==> src/rtl/pipe_ctrl_pkg.sv <==
// rtl/pipe_ctrl_pkg.sv - shared state encoding and defaults for the pipeline stall controller
package pipe_ctrl_pkg;

  typedef enum logic [1:0] {
    ST_RUN       = 2'd0,
    ST_MISS_REQ  = 2'd1,
    ST_MISS_WAIT = 2'd2,
    ST_REFILL    = 2'd3
  } state_e;

  localparam int DEF_TIMEOUT = 256;
  localparam int DEF_CNT_W   = 16;

endpackage

==> src/rtl/sat_counter.sv <==
// rtl/sat_counter.sv - saturating up-counter with synchronous clear
module sat_counter #(
  parameter int W = 8
) (
  input  logic         clk_i,
  input  logic         rst_i,
  input  logic         inc_i,
  input  logic         clr_i,
  output logic [W-1:0] cnt_o
);

  logic [W-1:0] cnt_q, cnt_d;

  // clear wins over increment; holds at all-ones instead of wrapping
  always_comb begin
    cnt_d = cnt_q;
    if (clr_i) begin
      cnt_d = '0;
    end else if (inc_i && (cnt_q != {W{1'b1}})) begin
      cnt_d = cnt_q + W'(1);
    end
  end

  always_ff @(posedge clk_i or posedge rst_i) begin
    if (rst_i) begin
      cnt_q <= '0;
    end else begin
      cnt_q <= cnt_d;
    end
  end

  assign cnt_o = cnt_q;

endmodule

==> src/rtl/pipeline_stall_ctrl.sv <==
// rtl/pipeline_stall_ctrl.sv - merges load-use stall, branch flush and D-cache miss
// sequencing into per-stage write/flush/bubble controls, with watchdog and counters
module pipeline_stall_ctrl
  import pipe_ctrl_pkg::*;
#(
  parameter int TIMEOUT = DEF_TIMEOUT,
  parameter int CNT_W   = DEF_CNT_W
) (
  input  logic             clk_i,
  input  logic             rst_i,
  input  logic             hazard_stall_i,
  input  logic             branch_flush_i,
  input  logic             dcache_req_i,
  input  logic             dcache_hit_i,
  input  logic             mem_ack_i,
  output logic             pc_write_o,
  output logic             ifid_write_o,
  output logic             ifid_flush_o,
  output logic             idex_write_o,
  output logic             idex_noop_o,
  output logic             exmem_write_o,
  output logic             memwb_noop_o,
  output logic             mem_req_o,
  output logic             refill_we_o,
  output logic             timeout_o,
  output logic [CNT_W-1:0] miss_cnt_o,
  output logic [CNT_W-1:0] stall_cnt_o
);

  localparam int WD_W = $clog2(TIMEOUT) + 1;

  state_e          state_q;
  logic            timeout_q;
  logic            miss;
  logic [WD_W-1:0] wd_cnt;
  logic            wd_expire;

  assign miss      = dcache_req_i & ~dcache_hit_i;
  assign wd_expire = (wd_cnt == WD_W'(TIMEOUT - 1));

  // Mealy decode in RUN, Moore decode in the miss states
  always_comb begin
    pc_write_o    = 1'b1;
    ifid_write_o  = 1'b1;
    ifid_flush_o  = 1'b0;
    idex_write_o  = 1'b1;
    idex_noop_o   = 1'b0;
    exmem_write_o = 1'b1;
    memwb_noop_o  = 1'b0;
    mem_req_o     = 1'b0;
    refill_we_o   = 1'b0;
    if ((state_q != ST_RUN) || miss) begin
      pc_write_o    = 1'b0;
      ifid_write_o  = 1'b0;
      idex_write_o  = 1'b0;
      exmem_write_o = 1'b0;
      memwb_noop_o  = 1'b1;
      mem_req_o     = (state_q == ST_MISS_REQ);
      refill_we_o   = (state_q == ST_REFILL);
    end else if (hazard_stall_i) begin
      // branch decision waits until the stalled instruction re-issues
      pc_write_o   = 1'b0;
      ifid_write_o = 1'b0;
      idex_noop_o  = 1'b1;
    end else if (branch_flush_i) begin
      ifid_flush_o = 1'b1;
    end
  end

  always_ff @(posedge clk_i or posedge rst_i) begin
    if (rst_i) begin
      state_q   <= ST_RUN;
      timeout_q <= 1'b0;
    end else begin
      case (state_q)
        ST_RUN: begin
          if (miss) state_q <= ST_MISS_REQ;
        end
        ST_MISS_REQ: begin
          state_q <= mem_ack_i ? ST_REFILL : ST_MISS_WAIT;
        end
        ST_MISS_WAIT: begin
          if (mem_ack_i) begin
            state_q <= ST_REFILL;
          end else if (wd_expire) begin
            timeout_q <= 1'b1;
          end
        end
        ST_REFILL: begin
          state_q <= ST_RUN;
        end
        default: state_q <= ST_RUN;
      endcase
    end
  end

  assign timeout_o = timeout_q;

  sat_counter #(.W(CNT_W)) u_miss_cnt (
    .clk_i (clk_i),
    .rst_i (rst_i),
    .inc_i ((state_q == ST_RUN) && miss),
    .clr_i (1'b0),
    .cnt_o (miss_cnt_o)
  );

  sat_counter #(.W(CNT_W)) u_stall_cnt (
    .clk_i (clk_i),
    .rst_i (rst_i),
    .inc_i (~pc_write_o),
    .clr_i (1'b0),
    .cnt_o (stall_cnt_o)
  );

  // watchdog only runs while waiting; any other state or an ack restarts it
  sat_counter #(.W(WD_W)) u_watchdog (
    .clk_i (clk_i),
    .rst_i (rst_i),
    .inc_i (state_q == ST_MISS_WAIT),
    .clr_i ((state_q != ST_MISS_WAIT) || mem_ack_i),
    .cnt_o (wd_cnt)
  );

endmodule

==> config.mk <==
export PLATFORM = sky130hd
export DESIGN_NAME = pipeline_stall_ctrl
export DESIGN_NICKNAME = d
export VERILOG_FILES = /design/src/rtl/pipe_ctrl_pkg.sv /design/src/rtl/sat_counter.sv /design/src/rtl/pipeline_stall_ctrl.sv
export SDC_FILE = /design/constraint.sdc
export NUM_CORES = 1
export LEC_CHECK = 0
export ABC_CLOCK_PERIOD_IN_PS = 2800
export CAP_MARGIN = 30
export CORE_AREA = 2 2 94 96
export DETAILED_ROUTE_END_ITERATION = 7
export DIE_AREA = 0 0 96 98
export HOLD_SLACK_MARGIN = 0.03
export PLACE_DENSITY = 0.46
export SKIP_CTS_REPAIR_TIMING = 1
export SLEW_MARGIN = 20
export SYNTH_ARGS = -nofsm -noshare
export SYNTH_HDL_FRONTEND = slang
export SYNTH_SLANG_ARGS = --single-unit
==> constraint.sdc <==
create_clock -name clk_i -period 2.8 [get_ports clk_i]
set_input_delay 0.84 -clock clk_i [delete_from_list [all_inputs] [get_ports clk_i]]
set_output_delay 0.84 -clock clk_i [all_outputs]
set_load 0.005 [all_outputs]
After elaboration in Yosys (flattened, before gate mapping):

Cells that the tools add are included.

* reduce and logical (&&, ||, !) cells: 11
* bitwise operators: 4
* muxes and demuxes: 17
* eq/ne operators: 10
* add/subtract/negate cells: 3

Operator list (number)
* $add 16x1->16 const B: 2
* $ne 16x16->1 const B: 2
* $mux 9: 2
* $mux 1: 12
* $add 9x1->9 const B: 1
* $eq 9x8->1 const B: 1
* $ne 9x9->1 const B: 1
* $pmux 2 s4: 1
* $ne 2x2->1 const B: 3
* $eq 2x2->1 const B: 2
* $logic_and 1x1->1: 4
* $mux 2: 2
* $reduce_bool 2->1: 2
* $not 1->1: 3
* $reduce_and 3->1: 1
* $eq 2x1->1 const B: 1
* $logic_not 2->1: 1
* $logic_or 1x1->1: 2
* $reduce_and 2->1: 1
* $and 1x1->1: 1

* register bits after elaboration: 44
* output and inout port bits: 42
* logic and storage cells: 50

Depth between registers and ports, before layout:

* depth in word-level cells: 6
* gate-level depth with buffers: 7
* mapped depth without buffers: 7

Modules after synthesis:

Synthesis repeated with hierarchy kept, for this count alone.

* cells, all modules: 282
* area total of the unflattened synthesis: 2646.3 um2

By module, submodules not included
* sat_counter at u_miss_cnt ...: cells each 101, seq. area each 400.4 um2, area an instance 932.1 um2, instances 2
* sat_counter at u_watchdog: cells each 47, seq. area each 225.2 um2, area an instance 466.7 um2, instances 1
* pipeline_stall_ctrl: cells each 33, seq. area each 75.1 um2, area an instance 315.3 um2, instances 1

Worst setup path after synthesis:

No wires, ideal clock.

* path kind: in2out
* start: input port dcache_hit_i
* end: output port pc_write_o
* buffers on the path: 1
* stages: 4
* path slack: 627 ps
* arrival time: 1333 ps
* cell sequence: nand2b_1 nand2_1 inv_1 buf_4

* longest elaborated chain between the ends: 4

Ends and longest elaborated chain
* start, declared: RTL line pipeline_stall_ctrl.sv:14 `input logic dcache_hit_i,`
* $not 1->1: RTL line pipeline_stall_ctrl.sv:38 `assign miss = dcache_req_i & ~dcache_hit_i;`
* $and 1x1->1: RTL line pipeline_stall_ctrl.sv:38
* $logic_or 1x1->1: RTL line pipeline_stall_ctrl.sv:52 `if ((state_q != ST_RUN) || miss) begin`
* $mux 1
* end, declared: RTL line pipeline_stall_ctrl.sv:16 `output logic pc_write_o,`

No other way between the ends.

Final worst setup path:

* start: input port dcache_hit_i
* end: output port idex_noop_o

* longest elaborated chain between the ends: 4

Ends and longest elaborated chain
* $not 1->1: RTL line pipeline_stall_ctrl.sv:38
* $and 1x1->1: RTL line pipeline_stall_ctrl.sv:38
* $logic_or 1x1->1: RTL line pipeline_stall_ctrl.sv:52
* $mux 1: RTL line pipeline_stall_ctrl.sv:52
* end, declared: RTL line pipeline_stall_ctrl.sv:20 `output logic idex_noop_o,`

No other way between the ends.

==> summary.log <==
INFO  logic_synthesis async_flop_share=1.00
INFO  logic_synthesis number_of_nets_produced_by_synthesis=240
INFO  route          drt.antenna.violating_nets=0
INFO  sta            highest_clock_rate=0.383GHz
INFO  floorplanning  design.portCount=49
INFO  power_and_ir_drop p_sw=0.670mW
INFO  logic_synthesis area_leader_netlist=dfrtp_1
INFO  power_and_ir_drop ir_worst_vdd=0.360mV
INFO  sta            maxSlewHeadroom=0.499
INFO  sta            layout_worst_path_cycle_share=0.931
INFO  finish         post_route_cells_drive_above_1_share=0.119
INFO  logic_synthesis synthCells=223
INFO  job            max_cap_viol_count=0
INFO  logic_synthesis seq_area_frac_synth=0.468
INFO  setup_path     worst-r2r-setup-slack=0.65ns
INFO  global_route   grt_pass1_vias=1871
INFO  placement      pre_cts_slack=-0.268ns
INFO  floorplanning  floorplan.rows=34
INFO  floorplanning  design.core.area=8470um^2
INFO  logic_synthesis synth_seq_cells=44
INFO  power_and_ir_drop power_frac_comb=0.359
INFO  finish         layout.nets=302
INFO  placement      numPlacedInstances=386
INFO  power_and_ir_drop power.total=2.02mW
INFO  logic_synthesis ys_warn_count=0
INFO  route          routed_wire_length_per_instance=13.0um
INFO  run_status     run_status=completed
INFO  route          drc_markers=0
INFO  power_and_ir_drop proportion_of_power_drawn_by_the_clock_network=0.190
INFO  setup_path     worst-r2r-cell-count=7
INFO  clock_tree     cts_tree=done
INFO  power_and_ir_drop power.switching_fraction=0.331
INFO  route          drt_pre_antenna_iters=6
INFO  logic_synthesis synthesis.area_per_instance=10.5um^2
INFO  route          vias=1851
INFO  sta            grt_setup_unrepaired=no
INFO  global_route   grt.total_usage=0.116
INFO  placement      finalWeightedCongestion=0.788
INFO  clock_tree     ctsLongestPathBuffers=2
INFO  clock_tree     cts.root.buffer_cell=clkbuf_8
INFO  clock_tree     htree_levels=2
INFO  setup_path     worst_setup_path_startpoint=dcache_hit_i
INFO  placement      dp.final_hpwl=3780um
INFO  power_and_ir_drop share_seq_of_total_power=0.451
INFO  global_route   antenna_found_initial=0
INFO  global_route   grt_start_max_net_pins=27
INFO  clock_tree     cts_buffers=5
INFO  logic_synthesis synth_largest_type_area_fraction=0.468
INFO  floorplanning  die_height=98um
INFO  floorplanning  starting_density_of_the_core=0.278
INFO  setup_path     setup.worst_path.class=in -> out
INFO  setup_path     cp_data_required_time=1.96ns
INFO  power_and_ir_drop pwr_density_cell=641nW/um^2
INFO  clock_tree     clock_sink_count=44
INFO  sta            hold_violations=0
INFO  logic_synthesis netlist_area=2350um^2
INFO  setup_path     startpoint_type=primary input
INFO  sta            layout_min_cycle_time=2.61ns
INFO  route          avg_vias_per_cell=4.71
INFO  min_path       worstHoldStart=timeout_o
INFO  route          initialDrtViolationCount=98
INFO  setup_path     setup.worst_path.end_class=primary output
INFO  finish         layout.cells.non_filler=393
INFO  finish         finish.instance_area=3160um^2
INFO  clock_tree     clock_latency=0.29ns
INFO  sta            worst_clock_skew=0.0105ns
INFO  logic_synthesis number_of_enable_type_register_cells_in_the_synthesized_netlist=0
INFO  floorplanning  floorplan.die_area=9410um^2
INFO  logic_synthesis synthFlopType=dfrtp_1
INFO  global_route   grt_first_pass_wirelength=8760um
INFO  finish         insertedDiodeCount=0
INFO  setup_path     path_max_fanout=5
INFO  global_route   global_route_overflow=0
INFO  logic_synthesis synthDistinctLibCells=42
INFO  placement      detailed_place.area=3040um^2
INFO  sta            setup_violations=0
INFO  sta            max_slew.worst_pin.slew=0.746ns
INFO  clock_tree     clkTransAtPathRegs=0.08ns
INFO  sta            final.setup.tns=0ns
INFO  sta            setup_slack=0.192ns
INFO  placement      portBuffers=48
INFO  power_and_ir_drop p_int=1.35mW
INFO  setup_path     cp_data_arrival_time=1.77ns
INFO  route          drt-total-wl=5110um
INFO  min_path       number_of_cells_traversed_by_the_worst_hold_path=1
INFO  sta            drv_slew=0
INFO  finish         layout_commonest_cell=dfrtp_1
INFO  min_path       hp-class=reg -> reg
INFO  power_and_ir_drop leakagePower=1.55nW
INFO  setup_path     r2r-end=u_miss_cnt.cnt_o[12]
INFO  floorplanning  die_width=96um
INFO  finish         area.growth.synth_to_final=34.3%
INFO  setup_path     r2r_startpoint=state_q[0]
INFO  finish         final_cell_mix=dfrtp_1 (44), clkdlybuf4s50_1 (40), xor2_1 (24), nor2_1 (19), nand2_1 (16)
INFO  logic_synthesis post_synth_main_area_contributors=dfrtp_1 (47%), xor2_1 (8.9%), ha_1 (5.3%), nor2_1 (3.0%), nand2_1 (2.7%)
INFO  min_path       worst_hold_path.endpoint=timeout_o
## metrics by stage
stage | hold WS, ns | util
after floorplan | 0.468 | -
after global placement | 0.474 | 0.359
after detailed placement | 0.478 | 0.359
after CTS | 0.500 | 0.368
after global routing | 0.524 | 0.373
final | 0.491 | 0.373
## sequential cells by signal, indices dropped and copies added, names as in the netlist
name and cells:
timeout_o 1, u_watchdog.cnt_o 9, state_q 2, u_stall_cnt.cnt_o 16
u_miss_cnt.cnt_o 16
## worst max-delay path, cell delays in order
cell and delay, ns:
clkdlybuf4s50_1 0.42, nand2b_4 0.18, and3_1 0.18, dlymetal6s2s_1 0.14
## cells in the mapped netlist (3+ instances only)
library cell / instances
nand2_1: 17
xnor2_1: 4
nand3_1: 10
nand2b_1: 5
dfrtp_1: 44
nand4_1: 7
nor2b_1: 4
mux2_1: 3
xor2_1: 24
nor2_1: 19
a31oi_1: 5
nor4_1: 4
ha_1: 10
mux2_2: 3
a21oi_1: 7
nor3_1: 8
and4_1: 5
and3_1: 7
inv_1: 10
## worst max path at each step
stage                         end  slack (ns)  depth (start not counted)
floorplan              pc_write_o        0.63                          4
detailed placement  exmem_write_o       -0.27                          5
finish                idex_noop_o        0.19                          4
global placement     idex_write_o       -0.25                          5
global route           pc_write_o        0.14                          5
CTS                 exmem_write_o       -0.27                          5
## layout make-up
type | instances | area [um^2]
Clock buffer | 6 | 72.6
Clock inverter | 1 | 5.00
Fill cell | 853 | 5310
Inverter | 10 | 37.5
Multi-Input combinational cell | 164 | 1200
Sequential cell | 44 | 1100
Tap cell | 108 | 135
Timing Repair Buffer | 60 | 603
## cells by family after synthesis
kind of cell / Yosys count / synth area share
compound gates: 19 / 0.0596
simple gates: 100 / 0.254
xor+xnor: 28 / 0.104
mux: 7 / 0.0330
buf+inv: 15 / 0.0277
fa+ha+maj: 10 / 0.0532
flops: 44 / 0.468
## power by group through the flow
stage               combinational [mW]  clock, mW  sequential [mW]
floorplan                        0.349          0            0.897
global placement                 0.737          0            0.928
detailed placement               0.740          0            0.927
CTS                              0.743      0.408            0.918
global route                     0.814      0.429            0.939
finish                           0.727      0.384            0.913
## layer usage
layer | vias up | wire length [um] | global-route usage
met4 | 0 | 44 | 0.0363
met3 | 5 | 280 | 0.0293
met1 | 891 | 2380 | 0.153
met2 | 44 | 2400 | 0.184
met5 | - | 0 | 0
li1 | 911 | - | -
(Power assumes the default switching activity.)
